===== config.mk =====
export PLATFORM = sky130hd
export DESIGN_NAME = alu_mb_seq
export DESIGN_NICKNAME = d
export VERILOG_FILES = /design/src/rtl/alu_mb_pkg.sv /design/src/rtl/alu_mb_seq.sv
export SDC_FILE = /design/constraint.sdc
export NUM_CORES = 1
export LEC_CHECK = 0
export CORE_ASPECT_RATIO = 0.7
export CORE_UTILIZATION = 30
export CTS_BUF_LIST = sky130_fd_sc_hd__clkbuf_16
export DETAILED_ROUTE_END_ITERATION = 8
export SLEW_MARGIN = 5
export SYNTH_ARGS = -nofsm -noshare
export SYNTH_HDL_FRONTEND = slang
export SYNTH_SLANG_ARGS = --single-unit
export TNS_END_PERCENT = 50

===== constraint.sdc =====
create_clock -name clk -period 3.8 [get_ports clk]
set_clock_uncertainty 0.15 [all_clocks]
set_input_delay 1.14 -clock clk [delete_from_list [all_inputs] [get_ports clk]]
set_output_delay 1.14 -clock clk [all_outputs]
set_load 0.005 [all_outputs]

===== src/rtl/alu_mb_pkg.sv =====
// Purpose : shared types and constants for the multi-byte ALU sequencer.
// Latency : n/a (package only).
// Backpr. : n/a (package only).
//
// Contents: mb_op_e wide-op encoding, 8-bit ALU command codes, sequencer state
//           enum, and small decode helpers used by alu_mb_seq.
package alu_mb_pkg;

  // Wide operation requested by the control unit; 3'b111 is left unassigned
  // and reported as an illegal op.
  typedef enum logic [2:0] {
    OP_ADD = 3'd0,
    OP_SHL = 3'd1,
    OP_SHR = 3'd2,
    OP_AND = 3'd3,
    OP_OR  = 3'd4,
    OP_XOR = 3'd5,
    OP_CMP = 3'd6
  } mb_op_e;

  // Command codes understood by the external 8-bit ALU.
  localparam logic [3:0] ALU_ADD = 4'b0000;
  localparam logic [3:0] ALU_LSH = 4'b0001;
  localparam logic [3:0] ALU_RSH = 4'b0010;
  localparam logic [3:0] ALU_OR  = 4'b0100;
  localparam logic [3:0] ALU_XOR = 4'b0101;
  localparam logic [3:0] ALU_AND = 4'b0110;
  localparam logic [3:0] ALU_CMP = 4'b1101;
  localparam logic [3:0] ALU_NOP = 4'b1111;

  typedef enum logic [1:0] {
    IDLE = 2'd0,
    RUN  = 2'd1,
    DONE = 2'd2
  } seq_state_e;

  function automatic logic op_is_legal(input logic [2:0] op);
    return (op != 3'b111);
  endfunction

  // Ops whose carry/shift bit ripples from byte to byte and ends up in cout.
  function automatic logic op_chains(input logic [2:0] op);
    return (op == OP_ADD) || (op == OP_SHL) || (op == OP_SHR);
  endfunction

  function automatic logic [3:0] alu_cmd_of(input logic [2:0] op);
    logic [3:0] cmd;
    cmd = ALU_NOP;
    case (op)
      OP_ADD:  cmd = ALU_ADD;
      OP_SHL:  cmd = ALU_LSH;
      OP_SHR:  cmd = ALU_RSH;
      OP_AND:  cmd = ALU_AND;
      OP_OR:   cmd = ALU_OR;
      OP_XOR:  cmd = ALU_XOR;
      OP_CMP:  cmd = ALU_CMP;
      default: cmd = ALU_NOP;
    endcase
    return cmd;
  endfunction

endpackage


===== src/rtl/alu_mb_seq.sv =====
// Purpose : steps an external combinational 8-bit ALU one byte per cycle to run an NBYTES-wide op.
// Latency : done pulses NBYTES+1 cycles after the cycle start is presented (1 cycle for an illegal op).
// Backpr. : ready=1 only in IDLE; start outside IDLE is dropped, nothing is queued.
//
// Ports:
//   clk, reset_n               clock, async active-low reset
//   start/ready                op request handshake (accepted when both high)
//   op, opa, opb, cin          op code, wide operands, first-byte carry/shift-in
//   alu_cmd/a/b/sc             drive to the ALU for the current byte (NOP/0 outside RUN)
//   alu_rslt/sc_in/eq          ALU response for the current byte
//   result, cout, eq, err      registered wide result; valid when done pulses, held until next start
//   done                       one-cycle completion pulse
module alu_mb_seq
  import alu_mb_pkg::*;
#(
  parameter int NBYTES = 2
) (
  input  logic                  clk,
  input  logic                  reset_n,
  input  logic                  start,
  output logic                  ready,
  input  logic [2:0]            op,
  input  logic [8*NBYTES-1:0]   opa,
  input  logic [8*NBYTES-1:0]   opb,
  input  logic                  cin,
  output logic [3:0]            alu_cmd,
  output logic [7:0]            alu_a,
  output logic [7:0]            alu_b,
  output logic                  alu_sc,
  input  logic [7:0]            alu_rslt,
  input  logic                  alu_sc_in,
  input  logic                  alu_eq,
  output logic [8*NBYTES-1:0]   result,
  output logic                  cout,
  output logic                  eq,
  output logic                  err,
  output logic                  done
);

  localparam int W     = 8 * NBYTES;
  localparam int IDX_W = $clog2(NBYTES) + 1;

  seq_state_e         r_state;
  logic [2:0]         r_op;
  logic [W-1:0]       r_opa;
  logic [W-1:0]       r_opb;
  logic               r_carry;
  logic [IDX_W-1:0]   r_idx;
  logic [W-1:0]       r_result;
  logic               r_cout;
  logic               r_eq;
  logic               r_err;
  logic               r_done;

  logic [IDX_W-1:0]   w_byte_sel;
  logic               w_last;
  logic [3:0]         w_cmd;
  logic [7:0]         w_a;
  logic [7:0]         w_b;
  logic               w_sc;

  // Right shifts must see the MSB byte first so the shifted-out bit can
  // enter the top of the next lower byte.
  assign w_byte_sel = (r_op == OP_SHR) ? (IDX_W'(NBYTES - 1) - r_idx) : r_idx;
  assign w_last     = (r_idx == IDX_W'(NBYTES - 1));

  // ALU drive. r_carry holds cin for byte 0 and the previous byte's sc_o
  // afterwards, so one register covers the whole chain.
  always_comb begin
    w_cmd = ALU_NOP;
    w_a   = '0;
    w_b   = '0;
    w_sc  = 1'b0;
    if (r_state == RUN) begin
      w_cmd = alu_cmd_of(r_op);
      for (int b = 0; b < NBYTES; b++) begin
        if (int'(w_byte_sel) == b) begin
          w_a = r_opa[8*b +: 8];
          w_b = r_opb[8*b +: 8];
        end
      end
      if ((r_op == OP_SHL) || (r_op == OP_SHR)) begin
        w_b = '0;
      end
      if (op_chains(r_op)) begin
        w_sc = r_carry;
      end
    end
  end

  always_ff @(posedge clk or negedge reset_n) begin
    if (!reset_n) begin
      r_state  <= IDLE;
      r_op     <= 3'd0;
      r_opa    <= '0;
      r_opb    <= '0;
      r_carry  <= 1'b0;
      r_idx    <= '0;
      r_result <= '0;
      r_cout   <= 1'b0;
      r_eq     <= 1'b0;
      r_err    <= 1'b0;
      r_done   <= 1'b0;
    end else begin
      r_done <= 1'b0;
      case (r_state)
        IDLE: begin
          if (start) begin
            r_op     <= op;
            r_opa    <= opa;
            r_opb    <= opb;
            r_carry  <= cin;
            r_idx    <= '0;
            r_result <= '0;
            r_cout   <= 1'b0;
            r_eq     <= (op == OP_CMP);
            r_err    <= 1'b0;
            if (op_is_legal(op)) begin
              r_state <= RUN;
            end else begin
              r_state <= DONE;
              r_err   <= 1'b1;
              r_done  <= 1'b1;
            end
          end
        end
        RUN: begin
          r_carry <= alu_sc_in;
          // CMP produces only the equality flag; its result stays cleared.
          if (r_op == OP_CMP) begin
            r_eq <= r_eq & alu_eq;
          end else begin
            for (int b = 0; b < NBYTES; b++) begin
              if (int'(w_byte_sel) == b) begin
                r_result[8*b +: 8] <= alu_rslt;
              end
            end
          end
          if (w_last) begin
            r_state <= DONE;
            r_done  <= 1'b1;
            if (op_chains(r_op)) begin
              r_cout <= alu_sc_in;
            end
          end else begin
            r_idx <= r_idx + IDX_W'(1);
          end
        end
        DONE: begin
          r_state <= IDLE;
        end
        default: begin
          r_state <= IDLE;
        end
      endcase
    end
  end

  assign ready   = (r_state == IDLE);
  assign alu_cmd = w_cmd;
  assign alu_a   = w_a;
  assign alu_b   = w_b;
  assign alu_sc  = w_sc;
  assign result  = r_result;
  assign cout    = r_cout;
  assign eq      = r_eq;
  assign err     = r_err;
  assign done    = r_done;

endmodule


After elaboration in Yosys (flattened, before gate mapping):

Cells that the tools add are included.

* add/sub/neg operators: 2
* equal/unequal tests: 19
* mux-type cells: 37
* bitwise logic cells: 1
* reductions and logical operators: 15

Operators by type and width (count)
* $mux W8: 9
* $mux W16: 2
* $pmux W16 S2: 1
* $pmux W4 S7: 1
* $eq A3 B3 Y1 const B: 4
* $mux W2: 6
* $reduce_and A4 Y1: 3
* $mux W1: 11
* $ne A2 B1 Y1 const B: 4
* $ne A2 B2 Y1 const B: 4
* $pmux W1 S2: 4
* $pmux W2 S2: 2
* $eq A3 B2 Y1 const B: 2
* $reduce_and A2 Y1: 3
* $reduce_and A3 Y1: 2
* $eq A2 B1 Y1 const B: 2
* $logic_not A2 Y1: 2
* $mux W4: 1
* $eq A3 B1 Y1 const B: 1
* $logic_not A3 Y1: 1
* $logic_or A1 B1 Y1: 3
* $ne A3 B3 Y1 const B: 1
* $add A2 B1 Y2 const B: 1
* $eq A2 B2 Y1 const B: 1
* 3 further kinds: 3

* flip-flop bits (word level): 60
* input bits: 49

Depth between registers and ports, before layout:

* depth in word-level cells: 7
* mapped depth: 7

Worst setup path after synthesis:

Ideal clock, no wire load.

* path type: register to output
* from: register r_state[1]
* to: output alu_b[0]
* arrival: 1.624 ns
* data required time: 2.510 ns
* setup slack: 0.886 ns
* stages on the path, launching flop included: 6
* cell sequence: dfrtp_1 > nand2b_1 > a21oi_1 > and3_1 > clkbuf_1 > a32o_1

* cells in the longest elaborated chain, start to end: 2

RTL lines
* start, declared: line alu_mb_seq.sv:43 `seq_state_e r_state;`
* start signal, assigned: line alu_mb_seq.sv:93 `r_state <= IDLE;`
* start signal, assigned: line alu_mb_seq.sv:119 `r_state <= RUN;`
* start signal, assigned: line alu_mb_seq.sv:121 `r_state <= DONE;`
* $eq A2 B1 Y1: line alu_mb_seq.sv:74 `if (r_state == RUN) begin`
* $mux W8: line alu_mb_seq.sv:74
* end, declared: line alu_mb_seq.sv:28 `output logic [7:0] alu_b,`

No other way between the ends.

Worst setup path in the final report:

* from: register r_op[1]
* to: output alu_b[6]

* cells in the longest elaborated chain, start to end: 7
* elaborated cells on any way between the ends: 10
* classes of those cells: 3 x eq/ne; 5 x mux; 2 x reduce/logical

RTL lines
* start, declared: line alu_mb_seq.sv:44 `logic [2:0] r_op;`
* start signal, assigned: line alu_mb_seq.sv:109 `r_op <= op;`
* $eq A3 B2 Y1: line alu_mb_seq.sv:64, alu_mb_seq.sv:82
* $mux W2: line alu_mb_seq.sv:64 `assign w_byte_sel = (r_op == OP_SHR) ? (IDX_W'(NBYTES - 1) - r_idx) : r_idx;`
* $logic_not A2 Y1: line alu_mb_seq.sv:77 `if (int'(w_byte_sel) == b) begin`
* $mux W8 (2 in series): line alu_mb_seq.sv:77
* $mux W8 *: line alu_mb_seq.sv:82 `if ((r_op == OP_SHL) || (r_op == OP_SHR)) begin`
* $mux W8 *: line alu_mb_seq.sv:74

Mark *: on every way between the ends. The rest lies on a longest branch, timed or not.

==> impl_metrics.csv <==
group,metric,value,unit
place,place_area,3890,um2
critical_path,cp-end-kind,"output pin",
grt,overflow,0,
logic_synthesis,syn-num-nets,377,
critical_path,cp_max_fo,8,
routing,dr_total_vias,2670,
floorplanning,die_w,118,um
grt,track_usage,0.175,
clock_network,h-tree-depth,3,
sta,rsz0062_at_grt,"no",
flow_run,maxCapViolations,0,
clock_network,cts_setup_buffers,0,
critical_path,crit_type,"reg2out",
sta,setup_violations,0,
clock_network,clk_pin_slew,0.05,ns
routing,drt_iter0_drc,238,
finish,multi_input_area,1250,um2
place,dp_hpwl,5730,um
critical_path,slowest_delay,0.50,ns
sta,relSlewSlack,0.464,
clock_network,clkSinkCount,60,
outcome,status,"finished clean",
grt,grt_max_degree,32,
min_path,holdPathEnd,"r_opa[9]",
grt,grt_pass1_wl,13200,um
clock_network,cts_buffer_depth,2,
min_path,holdCritStartpoint,"r_opa[9]",
finish,final_cells,547,
critical_path,required,2.51,ns
floorplanning,die_h,83.4,um
floorplanning,io_pins,91,
sta,whs,0.323,ns
finish,antennaDiodeCount,0,
critical_path,crit_buf_inv,1,
place,dp.cells,533,
logic_synthesis,ys.warnings.count,0,
power_and_ir_drop,power_density,872,nW/um2
sta,fin_tns_setup,0,ns
min_path,min_path_type,"reg2reg",
clock_network,clk_root_buffer_cell,"clkbuf_16",
sta,max_freq,278,MHz
logic_synthesis,synth_cell_types,36,
critical_path,reg2reg_slack,1.55,ns
logic_synthesis,synth-seq-cells,60,
sta,fin_crit_sh,0.947,
routing,drt_drc_violations_left,0,
critical_path,r2r_end,"result[11]",
floorplanning,fp.coreArea,9110,um2
sta,worstMarginPinSlew,0.802,ns
grt,first_global_vias,2612,
power_and_ir_drop,vdd_drop_max,282,uV
clock_network,cts_resized,1,
finish,seq_area,1500,um2
finish,final_common_cell,"nand2_1",
floorplanning,num_rows,29,
finish,layout_common_cells,"151 x nand2_1, 89 x clkdlybuf4s50_1, 60 x dfrtp_1, 12 x a21oi_1, 12 x buf_4",
floorplanning,initial_utilization,0.311,
critical_path,cpMaxStageDelayCell,"clkdlybuf4s50_1",
logic_synthesis,synth_area_per_cell,8.67,um2
sta,hold_viol,0,
floorplanning,fp.dieArea,9850,um2
min_path,whs_path_depth,2,
sta,period_needed,3.60,ns
critical_path,critPathLaunch,"r_op[1]",
critical_path,r2r_cells,4,
finish,final_net_count,470,
logic_synthesis,synth_area,2840,um2
clock_network,clkLatencyLatePin,0.32,ns
logic_synthesis,ys_seq_area_frac,0.529,
place,io_buffers,90,
critical_path,r2r_start,"r_op[0]",
finish,drive_above_1_share,0.0804,
critical_path,cp.arrival,2.31,ns
critical_path,crit_family,"simple AND/OR/NAND/NOR gates",
critical_path,crit_path_start_kind,"register",
clock_network,cts_hold_buf,0,
grt,antenna_found_initial,0,
finish,fin_area,4170,um2
critical_path,crit_chain,"nor3b_4 -> xnor2_2 -> and3_4 -> a32o_1 -> clkdlybuf4s50_1",
logic_synthesis,syn_inst,327,
place,routabilityCongestion,0.826,
finish,area_delta_synth_final,46.9,%
power_and_ir_drop,p_leak,1.95,nW
clock_network,cts_tree,"done",
routing,drt-total-wl,8120,um
routing,ant_nets,0,
finish,fill_cells,895,
routing,viasPerCell,4.88,
routing,wl_per_cell,14.9,um
clock_network,numCtsBuffers,9,
routing,firstDrtPassIters,5,
sta,slew_violations,0,
==> routing by layer <==
layer,global-route usage,wire (um),vias up
li1,-,-,1287
met1,0.254,4060,1260
met2,0.240,3360,114
met3,0.0611,610,9
met4,0.0524,91,0
met5,0,0,-
==> report_power, final <==
part / switching (W) / total [W] / internal, W / leakage [nW]
clock network: 0.000257 / 0.000679 / 0.000422 / 0.123
registers: 0.000231 / 0.00118 / 0.000947 / 0.766
logic: 0.000915 / 0.00177 / 0.000860 / 1.06
total: 0.00140 / 0.00363 / 0.00223 / 1.95
==> cell usage after synthesis <==
master / number / share of area
nand2_1: 153 / 0.20
dfrtp_1: 60 / 0.53
clkbuf_1: 14 / 0.019
a21oi_1: 12 / 0.021
a32o_1: 9 / 0.032
a211o_1: 8 / 0.025
a22o_1: 8 / 0.025
o22ai_1: 8 / 0.018
nor4_1: 7 / 0.015
inv_1: 6 / 0.0079
o21ai_1: 6 / 0.011
and3_1: 3 / 0.0066
buf_2: 3 / 0.0053
nor2_1: 3 / 0.0040
o21ai_0: 3 / 0.0053
buf_6: 2 / 0.0079
nor2b_1: 2 / 0.0044
xnor2_1: 2 / 0.0062
a2111oi_0: 1 / 0.0031
a21o_1: 1 / 0.0026
a22oi_1: 1 / 0.0026
and4b_1: 1 / 0.0035
buf_1: 1 / 0.0013
ha_1: 1 / 0.0044
nand2b_1: 1 / 0.0022
nand3_1: 1 / 0.0018
nor2_2: 1 / 0.0022
nor3b_1: 1 / 0.0026
nor3b_2: 1 / 0.0044
nor4_2: 1 / 0.0044
nor4_4: 1 / 0.0075
o211ai_1: 1 / 0.0026
o31ai_1: 1 / 0.0026
or2b_1: 1 / 0.0026
or3_1: 1 / 0.0022
xor2_1: 1 / 0.0031
==> state kept, by name (all words and copies together), names as in the netlist <==
signal	cells
cout	1
r_op	3
result	16
r_opb	16
r_idx	2
err	1
r_opa	16
done	1
r_state	2
eq	1
r_carry	1
==> layout make-up <==
type                            instances  share of cell area
Sequential cell                        60               0.360
Tap cell                              124              0.0372
Inverter                                6             0.00541
Clock buffer                            9              0.0541
Multi-Input combinational cell        241               0.301
Timing Repair Buffer                  102               0.237
Clock inverter                          5             0.00511
==> worst register-to-register path, cell delays in order (launching register included) <==
cell and delay [ns]:
dfrtp_1 0.47, and4b_1 0.26, or3_1 0.62, nor4_4 0.46
a22o_1 0.22
==> metrics by stage <==
step	utilization	worst slack, ns	total power (W)
4_1_cts	0.454	0.0513	0.00363
5_1_grt	0.457	0.0717	0.00391
6_report	0.457	0.203	0.00363
3_3_place_gp	0.427	0.418	0.00289
2_1_floorplan	-	0.886	0.00209
3_5_place_dp	0.427	0.341	0.00291
==> cell families (layout without fill, tap and decap cells) <==
kind of cell / count (synthesis) / count (layout) / share of synthesized area
DFF: 60 / 60 / 0.529
xor gates and xnor gates: 3 / 3 / 0.00927
adders and majority gates: 1 / 1 / 0.00441
and+or+nand+nor: 178 / 178 / 0.266
buffers and inverters: 26 / 122 / 0.0410
AOI/OAI and AO/OA: 59 / 59 / 0.150
==> worst max path at each step <==
| stage | to | slack, ns | cells past startpoint |
|---|---|---|---|
| floorplan | alu_b[0] | 0.89 | 5 |
| global placement | alu_b[3] | 0.42 | 5 |
| detailed placement | alu_b[3] | 0.34 | 5 |
| CTS | alu_a[7] | 0.05 | 5 |
| global route | alu_b[6] | 0.07 | 5 |
| finish | alu_b[6] | 0.20 | 5 |
No activity file was read; power rests on OpenSTA's default activity.
==> RTL edit 1 (same flow settings) <==
Put one more register stage on the output `err`, cleared by the reset. The value now appears one clock later. The other outputs are not delayed to match. Comments in the files are not updated.
--- a/src/rtl/alu_mb_seq.sv
+++ b/src/rtl/alu_mb_seq.sv
@@ -166,3 +166,9 @@
   assign eq      = r_eq;
-  assign err     = r_err;
+  always_ff @(posedge clk or negedge reset_n) begin
+    if (!reset_n) begin
+      err <= '0;
+    end else begin
+      err <= r_err;
+    end
+  end
   assign done    = r_done;
Check against the original RTL: not equivalent (a bounded check fails within 4 cycles, from zero or initial values and one cycle with reset_n low).
==> RTL edit 1 against the original RTL <==
Routed wire length down 2.0%. Synthesized cell count rose by 0.31%. Count of clock-buffer cells in the layout did not move. Power increased by 2.7%. Hold slack lost 0.092 ns. Sequential cell count rose by 1. Area after synthesis is 0.88% higher. Setup slack worse by 0.037 ns. Cell area up 1.3%.
==> RTL edit 1: results (changes against the original RTL) <==
status finished clean; leakage 1.98 nW (+1.7%); CP peak stage delay 0.54 ns (+0.04 ns); GR Util met3 5.26% (-0.85 points); dominant cells by area after synthesis dfrtp_1 (53%), nand2_1 (20%), a32o_1 (3.1%), a211o_1 (2.4%), a22o_1 (2.4%); largest net degree at the start of global routing 62 (+94%); Max rail drop VDD 0.326 mV (+16%); final core occ 46.2% (+0.41 points); Slew HR 48.5% (+2.1 points); routed wl met2 3.42 mm (+1.9%); Internal 2.32 mW (+4.0%); worst slack at placement 0.327 ns (-0.0143 ns); Mapped Nets 378 (+0.27%); Syn Area/Cell 8.72 µm² (+0.57%); met3 wire length 427 µm (-30%); Avg WL per Cell 14.5 µm (-2.4%); number of non-clock buffers 101 (-0.98%); Placer Congestion 0.780 (-5.5%); first-pass GRT wire length 13.1 mm (-0.99%); Seq pwr share 31.8% (-0.6 points); Pwr Total 3.73 mW (+2.7%); vias in the first global route 2561 (-2.0%); layout cells sized above 1 8.47% (+0.43 points); Data buffer area share 23.2% (-0.48 points); Starting DRT DRC Count 188 (-21%); Mapped Cells 328 (+0.31%)
==> RTL edit 1: changes by cell type in the layout (fill, tap and decap cells not counted), sizes merged <==
cell / delta
bufinv: +1
dfrtp: +1
inv: +1
buf: -1
==> RTL edit 1: final timing paths <==
check                      startpoint    endpoint  slack [ns]
max reg2reg                   r_op[0]  result[11]        1.54
max in group asynchronous     reset_n        cout        2.16
min in group asynchronous     reset_n   r_opb[10]        0.83
max                           r_op[1]    alu_a[4]        0.17
min reg2reg                     r_err         err        0.23
min                             r_err         err        0.23
==> RTL edit 1: logic make-up (layout without fill, tap and decap cells) <==
logic type | Yosys count | in the layout | synth area share, %
buffers and inverters | 26 | 123 | 4.07
adders and majority gates | 1 | 1 | 0.437
xor gates and xnor gates | 3 | 3 | 0.918
AOI/OAI and AO/OA | 59 | 59 | 14.8
DFF | 61 | 61 | 53.3
and+or+nand+nor | 178 | 178 | 26.4
==> RTL edit 2 (same flow settings) <==
Without the edit above. Change the parameter `NBYTES` from 2 to 4.
--- a/src/rtl/alu_mb_seq.sv
+++ b/src/rtl/alu_mb_seq.sv
@@ -15,3 +15,3 @@
 #(
-  parameter int NBYTES = 2
+  parameter int NBYTES = 4
 ) (
Ports: changed (resized opa, opb and result); port bits go from 91 to 139. No check against the original RTL was run, so the function may have changed too.
==> RTL edit 2 against the original RTL <==
Non-clock buffer count increased by 66. Area after synthesis increased by 86%. Sequential cell count up 49. Power rose by 79%. Register-to-register slack lost 0.05 ns. Setup slack worse by 0.13 ns. Die area rose by 84%. Routed wire length is 120% higher. Cell area is 77% higher. First-iteration DRC count increased by 130%. Clock power is 44% higher. Critical endpoint is now alu_a[5]. Largest cell class unchanged.
==> RTL edit 2: results (changes against the original RTL) <==
slew of the pin with the lowest slew margin 0.901 ns (+0.0983 ns); Worst Path Max Fanout 6 (-2); crit path max-delay cell type dfrtp_1; GR Util met2 26.7% (+2.7 points); number of non-clock buffers 168 (+65%); HP Start err; Mapped Nets 655 (+74%); GR Util met3 5.46% (-0.65 points); Vias/cell 5.31 (+8.7%); Mapped Cells 573 (+75%); # fillers 1668 (+86%); met1 wire length 8.49 mm (+110%); NumNets Final 788 (+68%); CP peak stage delay 0.39 ns (-0.11 ns); Synth cell types 42 (+17%); routed wl met2 7.36 mm (+120%); GR Util All Layers 19.5% (+2.0 points); Avg WL per Cell 18.8 µm (+27%); Clock transition at path regs 0.08 ns (+0.03 ns); Tapcells 231 (+86%); layout cells sized above 1 8.86% (+0.82 points); first-pass GRT wire length 27.1 mm (+100%); dominant cells by area after synthesis dfrtp_1 (52%), nand2_1 (15%), a32o_1 (6.1%), a211o_1 (2.8%), o221ai_1 (2.7%); port bufs 138 (+53%); Worst-Skew Late Latency 0.35 ns (+0.03 ns); Worst R2R Path Depth 7 (+3); worst slack at placement 0.184 ns (-0.157 ns); #MultiIn Comb 417 (+73%); vias in the first global route 4826 (+85%); cell family with most CP delay buffers and inverters; met1 Resource Use GR 29.1% (+3.7 points); final instance area 7360 µm² (+77%); hold-critical path endpoint err; Placed Area 6960 µm² (+79%); Placer Congestion 0.910 (+10%); met3 wire length 1.58 mm (+160%); Max rail drop VDD 0.317 mV (+12%); Seq area share 37.1% (+1.0 points); area occupied by multi-input gates 2370 µm² (+89%); status finished clean; worst setup path start r_op[2]; Data buffer area share 22.5% (-1.2 points); FF+latch count 109 (+82%); Cells after DPL 915 (+72%); Starting DRT DRC Count 544 (+130%); setup slack, reg-to-reg 1.50 ns (-0.05 ns)
-- RTL edit 2: cell count changes in the layout (fill, tap and decap cells not counted), sizes merged, moves of 9 or more --
| cell | change |
|---|---|
| dfrtp | +49 |
| o221ai | +16 |
| dlygate4sd2 | +11 |
| nand3b | +17 |
| buf | +16 |
| nor2 | +18 |
| nor4 | -9 |
| clkdlybuf4s50 | +32 |
| a211o | +9 |
| nor3 | +18 |
| a32o | +23 |
| nand2 | +58 |
| o311ai | +16 |
-- RTL edit 2: what timing repair did --
| item | 4_1_cts | 5_1_grt |
|---|---|---|
| pin swaps | 0 | 1 |
| cloned | 0 | 1 |
| setup endpoints to repair | 16 | 1 |
| buffers inserted | 1 | 9 |
| resized for setup | 19 | 9 |
-- RTL edit 2: metrics by stage --
step,total power [mW],hold slack [ns]
final,6.52,0.342
after global routing,6.94,0.366
after CTS,6.39,0.344
after detailed placement,5.44,0.321
after global placement,5.36,0.319
after floorplan,3.89,0.296
-- RTL edit 2: report_power, final --
part,internal [mW],switching (mW)
combinational,1.59,1.77
sequential,1.70,0.479
clock,0.522,0.453
-- RTL edit 2: worst reg2reg max path: stages, from the launching register on --
cell	delay [ns]
dfrtp_1	0.39
buf_4	0.16
nor3b_4	0.30
buf_4	0.20
clkbuf_16	0.19
mux2i_1	0.12
nor2_1	0.47
a32o_1	0.26
-- RTL edit 2: logic make-up (layout without fill, tap and decap cells) --
family / count (synthesis) / count (layout) / synth area share, %
xor+xnor: 1 / 1 / 0.166
fa+ha+maj: 1 / 1 / 0.237
compound gates: 122 / 122 / 18.9
mux: 5 / 5 / 1.49
buf+inv: 47 / 185 / 3.86
simple gates: 288 / 288 / 23.6
flops: 109 / 109 / 51.7
